[config.mk]
export PLATFORM = sky130hd
export DESIGN_NAME = sum_window_accum
export DESIGN_NICKNAME = d
export VERILOG_FILES = /design/src/rtl/sum_window_pkg.sv /design/src/rtl/sum_window_out_reg.sv /design/src/rtl/sum_window_accum.sv
export SDC_FILE = /design/constraint.sdc
export NUM_CORES = 1
export LEC_CHECK = 0
export ABC_AREA = 0
export CORE_MARGIN = 3
export CORE_UTILIZATION = 50
export CTS_CLUSTER_SIZE = 14
export DETAILED_ROUTE_END_ITERATION = 8
export PLACE_DENSITY = 0.77
export SLEW_MARGIN = 20
export SYNTH_ARGS = -nofsm -noshare
export SYNTH_HDL_FRONTEND = slang
export SYNTH_SLANG_ARGS = --single-unit
export TNS_END_PERCENT = 20
[constraint.sdc]
create_clock -name clk -period 2 [get_ports clk]
set_input_delay 0.3 -clock clk [delete_from_list [all_inputs] [get_ports clk]]
set_output_delay 0.3 -clock clk [all_outputs]
set_load 0.05 [all_outputs]
[src/rtl/sum_window_pkg.sv]
// ---------------------------------------------------------------------------
// sum_window_pkg
// Shared definitions for the windowed sum accumulator:
//   - default sample width and window length
//   - FSM state encoding (ACCUM / HOLD)
//   - width derivation helpers for the accumulator and fill counter
// ---------------------------------------------------------------------------
package sum_window_pkg;

    localparam int DEF_DATA_W = 8;
    localparam int DEF_WINDOW = 4;

    typedef enum logic [0:0] {
        ACCUM = 1'b0,
        HOLD  = 1'b1
    } state_t;

    // The sum of WINDOW samples of all-ones needs log2(WINDOW) extra bits.
    function automatic int acc_width(input int data_w, input int window);
        return data_w + $clog2(window);
    endfunction

    // The fill counter must be able to count 0..WINDOW-1. The extra bit
    // keeps the width non-zero when WINDOW is 1.
    function automatic int cnt_width(input int window);
        return $clog2(window) + 1;
    endfunction

endpackage

[src/rtl/sum_window_out_reg.sv]
// ---------------------------------------------------------------------------
// sum_window_out_reg
// Valid/ready holding register for the window result.
// Ports:
//   clk      in   clock
//   rst_n    in   asynchronous reset, active low
//   i_clear  in   synchronous clear, drops any pending result
//   i_load   in   capture i_data and raise o_valid
//   i_take   in   consumer accepted the result this cycle
//   i_data   in   ACC_W result to capture
//   o_data   out  ACC_W held result
//   o_valid  out  result present
// ---------------------------------------------------------------------------
module sum_window_out_reg #(
    parameter int ACC_W = 10
) (
    input  logic             clk,
    input  logic             rst_n,
    input  logic             i_clear,
    input  logic             i_load,
    input  logic             i_take,
    input  logic [ACC_W-1:0] i_data,
    output logic [ACC_W-1:0] o_data,
    output logic             o_valid
);

    logic [ACC_W-1:0] r_data;
    logic             r_valid;

    // A load in the same cycle as a take replaces the departing result, so
    // load is checked before take and valid stays high.
    always_ff @(posedge clk or negedge rst_n) begin
        if (!rst_n) begin
            r_data  <= '0;
            r_valid <= 1'b0;
        end else if (i_clear) begin
            r_data  <= '0;
            r_valid <= 1'b0;
        end else if (i_load) begin
            r_data  <= i_data;
            r_valid <= 1'b1;
        end else if (i_take) begin
            r_valid <= 1'b0;
        end
    end

    assign o_data  = r_data;
    assign o_valid = r_valid;

endmodule

[src/rtl/sum_window_accum.sv]
// ---------------------------------------------------------------------------
// sum_window_accum
// Accumulates WINDOW adder-sum samples (valid/ready in) and presents the
// window total on a registered valid/ready output.
// Optional build macro: SUM_WINDOW_AVG_EN -- when defined, the result is the
// window mean (sum >> log2(WINDOW), floor) instead of the raw sum.
// Ports:
//   clk        in   clock
//   rst_n      in   asynchronous reset, active low
//   clear      in   synchronous clear of window and output register
//   in_data    in   DATA_W sample
//   in_valid   in   sample present
//   in_ready   out  sample can be accepted this cycle
//   out_data   out  ACC_W window result
//   out_valid  out  result present
//   out_ready  in   consumer takes result this cycle
//   fill       out  CNT_W samples accumulated in current window
// WINDOW must be a power of two >= 1.
// ---------------------------------------------------------------------------
module sum_window_accum
    import sum_window_pkg::*;
#(
    parameter int DATA_W = DEF_DATA_W,
    parameter int WINDOW = DEF_WINDOW
) (
    input  logic                                clk,
    input  logic                                rst_n,
    input  logic                                clear,
    input  logic [DATA_W-1:0]                   in_data,
    input  logic                                in_valid,
    output logic                                in_ready,
    output logic [acc_width(DATA_W, WINDOW)-1:0] out_data,
    output logic                                out_valid,
    input  logic                                out_ready,
    output logic [cnt_width(WINDOW)-1:0]        fill
);

    localparam int ACC_W = acc_width(DATA_W, WINDOW);
    localparam int CNT_W = cnt_width(WINDOW);
    localparam int SHIFT = $clog2(WINDOW);

    state_t           r_state;
    logic [ACC_W-1:0] r_acc;
    logic [CNT_W-1:0] r_fill;

    logic             w_accept;
    logic             w_take;
    logic             w_last;
    logic             w_out_valid;
    logic [ACC_W-1:0] w_sum;
    logic [ACC_W-1:0] w_result;

    function automatic logic [ACC_W-1:0] f_result(input logic [ACC_W-1:0] sum);
`ifdef SUM_WINDOW_AVG_EN
        return sum >> SHIFT;
`else
        return sum;
`endif
    endfunction

    // In HOLD the accumulator and fill are already zero, so a sample accepted
    // alongside a transfer naturally starts the next window; with WINDOW==1
    // that same sample is also the last one and the block stays in HOLD.
    assign in_ready = !clear && ((r_state == ACCUM) || ((r_state == HOLD) && out_ready));
    assign w_accept = in_valid && in_ready;
    assign w_take   = w_out_valid && out_ready;
    assign w_last   = (r_fill == CNT_W'(WINDOW - 1));
    assign w_sum    = r_acc + ACC_W'(in_data);
    assign w_result = f_result(w_sum);

    always_ff @(posedge clk or negedge rst_n) begin
        if (!rst_n) begin
            r_state <= ACCUM;
            r_acc   <= '0;
            r_fill  <= '0;
        end else if (clear) begin
            r_state <= ACCUM;
            r_acc   <= '0;
            r_fill  <= '0;
        end else if (w_accept) begin
            if (w_last) begin
                r_state <= HOLD;
                r_acc   <= '0;
                r_fill  <= '0;
            end else begin
                r_state <= ACCUM;
                r_acc   <= w_sum;
                r_fill  <= r_fill + CNT_W'(1);
            end
        end else if (w_take) begin
            r_state <= ACCUM;
        end
    end

    sum_window_out_reg #(
        .ACC_W (ACC_W)
    ) u_out_reg (
        .clk     (clk),
        .rst_n   (rst_n),
        .i_clear (clear),
        .i_load  (w_accept && w_last),
        .i_take  (w_take),
        .i_data  (w_result),
        .o_data  (out_data),
        .o_valid (w_out_valid)
    );

    assign out_valid = w_out_valid;
    assign fill      = r_fill;

endmodule

* Word-level counts from Yosys, hierarchy flattened *
Cells that the tools add are included.

word-level totals
  flip-flop bits (word level) = 25
  word-level logic and storage cells = 34
  output and inout port bits = 15
  input port bits = 13

cells by class
  reductions and logical operators = 11
  equality and inequality tests = 1
  mux-type cells = 14
  add/subtract/negate cells = 2
  bitwise logic cells = 1

operators with widths
  cell                   number
  $mux W10               5
  $add A10 B8 Y10        1
  $mux W3                3
  $mux W1                6
  $reduce_bool A3 Y1     2
  $logic_and A1 B1 Y1    5
  $reduce_bool A2 Y1     2
  $add A3 B1 Y3 const B  1
  $eq A3 B2 Y1 const B   1
  $logic_not A1 Y1       1
  $logic_or A1 B1 Y1     1
  $not A1 Y1             1

* Longest topological paths before layout *
  depth after elaboration = 7
  mapped depth = 7
  depth with buffers taken out = 7

* By module *
From an unflattened synthesis, not the netlist that was laid out.

unflattened totals
  cells, all modules = 134
  area total of the unflattened synthesis = 1435.1 µm²

by module, submodules not included
  module              cells each  area each (µm²)  instances  sequential area each (µm²)
  sum_window_accum    98          991.0            1          350.3
  sum_window_out_reg  36          444.2            1          275.3

* Worst setup path before layout *
Ideal clock, no wire load.

  path type = register to register
  from = register r_fill[0] (netlist: fill[0])
  to = register u_out_reg.r_data[6] (netlist: u_out_reg.o_data[6])
  data required time = 1872 ps
  setup time = 128 ps
  buffers on the path = 1
  arrival = 1828 ps
  period minus slack after synthesis = 1956 ps
  slack = 44 ps
  cell stages (with the launch flop) = 7
  cells stage by stage = dfrtp_1 -> ha_1 -> nand2b_4 -> or4b_4 -> buf_2 -> nand3_1 -> o31ai_2

on the way
  longest elaborated chain between the ends = 3

ends and longest elaborated chain
  element                              RTL line                  source
  start, declared                      sum_window_accum.sv:44    logic [CNT_W-1:0] r_fill;
  start signal, assigned               sum_window_accum.sv:88    r_fill <= r_fill + CNT_W'(1);
  $eq A3 B2 Y1                         sum_window_accum.sv:67    assign w_last = (r_fill == CNT_W'(WINDOW - 1));
  $logic_and A1 B1 Y1                  sum_window_accum.sv:101   .i_load (w_accept && w_last),
  $reduce_bool A2 Y1 (no source line)  -
  end signal, assigned                 sum_window_out_reg.sv:40  r_data <= i_data;
  end, declared                        sum_window_out_reg.sv:27  logic [ACC_W-1:0] r_data;

Every way passes these cells.
A chain may end at the register's enable or synchronous reset.

* Final worst setup path *
  from = register r_acc[0]
  to = register u_out_reg.r_data[6] (netlist: u_out_reg.o_data[6])

on the way
  longest elaborated chain between the ends = 3

ends and longest elaborated chain
  element                 RTL line                  source
  start, declared         sum_window_accum.sv:43    logic [ACC_W-1:0] r_acc;
  start signal, assigned  sum_window_accum.sv:87    r_acc <= w_sum;
  $add A10 B8 Y10         sum_window_accum.sv:68    assign w_sum = r_acc + ACC_W'(in_data);
  $mux W10                sum_window_out_reg.sv:39  end else if (i_load) begin
  $mux W10                sum_window_out_reg.sv:36  end else if (i_clear) begin

Every way passes these cells. The select of a mux whose other input is x is not followed.

==> reports/results.ini <==
[timing]
setup_tns_ns = -0.06071
final-hold-violation-count = 0
clock_skew_ns = 0.005714
grt_setup_unrepaired = yes
worstMarginPinSlew_ns = 0.4977
clock.fmax_mhz = 493.4
max_slew_margin_pct = 66.72
post-route-worst-setup-slack_ns = -0.02689
fin_worst_hold_slack_ns = 0.3235
maxSlewViolCount = 0
final_min_period_over_clock_period_pct = 101.3
period_minus_slack_ns = 2.027
setup_viol_count_final = 3

[route]
vias = 1376
detail_route.iter0.violations = 58
ant_nets = 0
detail_route.first_pass.iterations = 4
wl_um = 3687
post-route-drc-count = 0
drt_via_density = 5.880
routed_wire_length_per_instance_um = 15.76

[synth]
postSynthNetCount = 177
synth_xor_area_share_pct = 2.361
synthArstFlopShare_pct = 100.0
yosys-mux-area-fraction_pct = 0
synth.yosys.warnings = 0
syn-instance-count = 154
syn-mean-instance-area_um2 = 9.636
synthSimpleGateAreaFrac_pct = 20.66
synth_sequential_area_ratio_pct = 42.16
synth_enable_flop_cells = 0
synth-seq-cells = 25
area_share_of_the_leading_cell_type_in_the_synthesized_netlist_pct = 42.16
largest_family_of_logic_cells_by_synthesized_area = compound AO/OA/AOI/OAI gates
synthTopCellsByArea = dfrtp_1 (42%), ha_1 (7.6%), nand3_1 (6.1%)
fraction_of_the_mapped_netlist_area_in_compound_gates_pct = 22.18
synthFlopType = dfrtp_1
synth_cell_type_count = 40
adder_cell_area_share_of_the_yosys_netlist_pct = 8.938
synth_area_um2 = 1484
post-synth-top-area-cell = dfrtp_1

[final_layout]
fin_util_pct = 72.65
instances_no_fill = 234
share_of_post_route_cells_with_drive_strength_above_1_pct = 21.67
most-common-layout-cells = dfrtp_1 (25), clkdlybuf4s50_1 (25), buf_4 (22)
area_growth_syn_to_layout_pct = 36.17
diodes = 0
finalNetCount = 227

[floorplanning]
io_pins = 28
placeableCoreArea_um2 = 2781
chipHeight_um = 60.48
start_util_pct = 53.35
floorplan_die_area_um2 = 3657
fp-row-count = 19
dieWidth_um = 60.48

[placement]
detailed_place_hpwl_um = 2684
buffer_ports.inserted = 27
pre_cts_ws_ns = -0.4412
place.gp.congestion = 0.8346
dp.cells = 227

[critical_path]
r2r_start = r_acc[0]
criticalPathCategory = flop to flop
cp.arrival_ns = 2.26
reg2reg_depth = 8
critical_path.reg2reg.endpoint = u_out_reg.o_data[6]
setup.reg_to_reg.worst_slack_ns = -0.03
crit_path_max_fanout = 2
cp-start-kind = flop
timing.critical_path.to_type = flop
worst_ep_required_time_ns = 2.23

[power]
power.static_leakage_nw = 0.9202
irDropWorstVdd_v = 0.0004245
power-per-cell-area_nw_per_um2 = 586.1

[clock_network]
clk_latency_ns = 0.31
cts_sinks = 25
clockRootBuffer = clkbuf_4
clock_buffer_count_from_cts = 3
post_cts_hold_buffers = 0
path_clk_slew_ns = 0.14
cts_max_level = 1
tritoncts = built
ctsLongestPathBuffers = 2

[hold_path]
hold_path.class = primary input to asynchronous set/reset pin

[run]
cap_viol_max_count = 0

[global_route]
grt.total_usage_pct = 20.91
grt_pass1_wl_um = 5844
grt_pass1_vias = 1337
grt.overflow.total = 0
antenna_found_initial = 0
grt_max_degree = 26

[status]
failed_checks = setup timing
run_status = finished with violations

-- layout make-up --
cell class | instances | area [um^2]
Sequential cell | 25 | 625.6
Inverter | 7 | 26.28
Fill cell | 214 | 760.7
Timing Repair Buffer | 50 | 467.9
Clock inverter | 1 | 5.005
Tap cell | 31 | 38.79
Multi-Input combinational cell | 117 | 834.6
Clock buffer | 3 | 22.52
-- cell families after synthesis --
kind of cell,after synthesis
adder cells (fa/ha/maj),10
XOR/XNOR,4
buffers and inverters,12
AND/OR/NAND/NOR,54
flip-flops,25
AO/OA/AOI/OAI,49
-- routing by layer --
metal / part of all wire [%] / global-route usage, % / vias up
met3: 4.5 / 2.128 / 6
met2: 49 / 36.27 / 33
li1: - / - / 659
met1: 45 / 27.83 / 678
met5: 0 / 0 / -
met4: 1.4 / 5.882 / 0
-- timing repair --
item,4_1_cts,5_1_grt
endpoints found under the setup margin,4,5
pin swaps,0,4
buffers inserted,0,3
gates resized for setup,4,6
hold endpoints to repair,0,0
-- worst max-delay path by stage --
stage          startpoint             endpoint  slack, ns  cells after the start
6_report         r_acc[0]  u_out_reg.o_data[6]      -0.03                      8
3_3_place_gp   in_data[0]             r_acc[6]      -0.32                      8
5_1_grt          r_acc[0]             r_acc[6]      -0.13                      7
3_5_place_dp   in_data[0]             r_acc[6]      -0.44                      8
4_1_cts        in_data[0]             r_acc[6]     -0.001                      8
2_1_floorplan     fill[0]  u_out_reg.o_data[6]       0.04                      6
-- state kept, by name (all words and copies together), names as in the netlist --
signal,count
fill,3
r_acc,10
r_state,1
u_out_reg.o_data,10
u_out_reg.o_valid,1
-- metrics by stage --
| stage | total power, mW | instance area (um^2) |
|---|---|---|
| floorplan | 0.7676 | 1484 |
| global placement | 0.9147 | 1937 |
| detailed placement | 0.9242 | 1937 |
| CTS | 1.163 | 1982 |
| global route | 1.245 | 2021 |
| finish | 1.184 | 2021 |
-- critical path, stage by stage, from the launching register on --
cell and delay, ns:
dfrtp_1 0.38, ha_2 0.19, inv_2 0.04, fa_2 0.35, nand2b_4 0.15, a211o_1 0.30, and3b_2 0.23, buf_4 0.13
o31ai_2 0.16
-- power breakdown --
part | switching (mW) | internal [mW] | total [mW]
combinational | 0.212 | 0.194 | 0.406
sequential | 0.0177 | 0.530 | 0.548
clock | 0.155 | 0.0747 | 0.230
-- synthesized netlist by cell type (3+ instances only) --
cell type  instances
a211oi_1           4
nor2_1             4
o21ai_0           11
a211o_1            3
o31ai_2            4
a21oi_1           16
ha_1               9
nand2_1           13
a21o_1             3
dfrtp_1           25
nand3_1           18
inv_1              7
(Power assumes the default switching activity.)
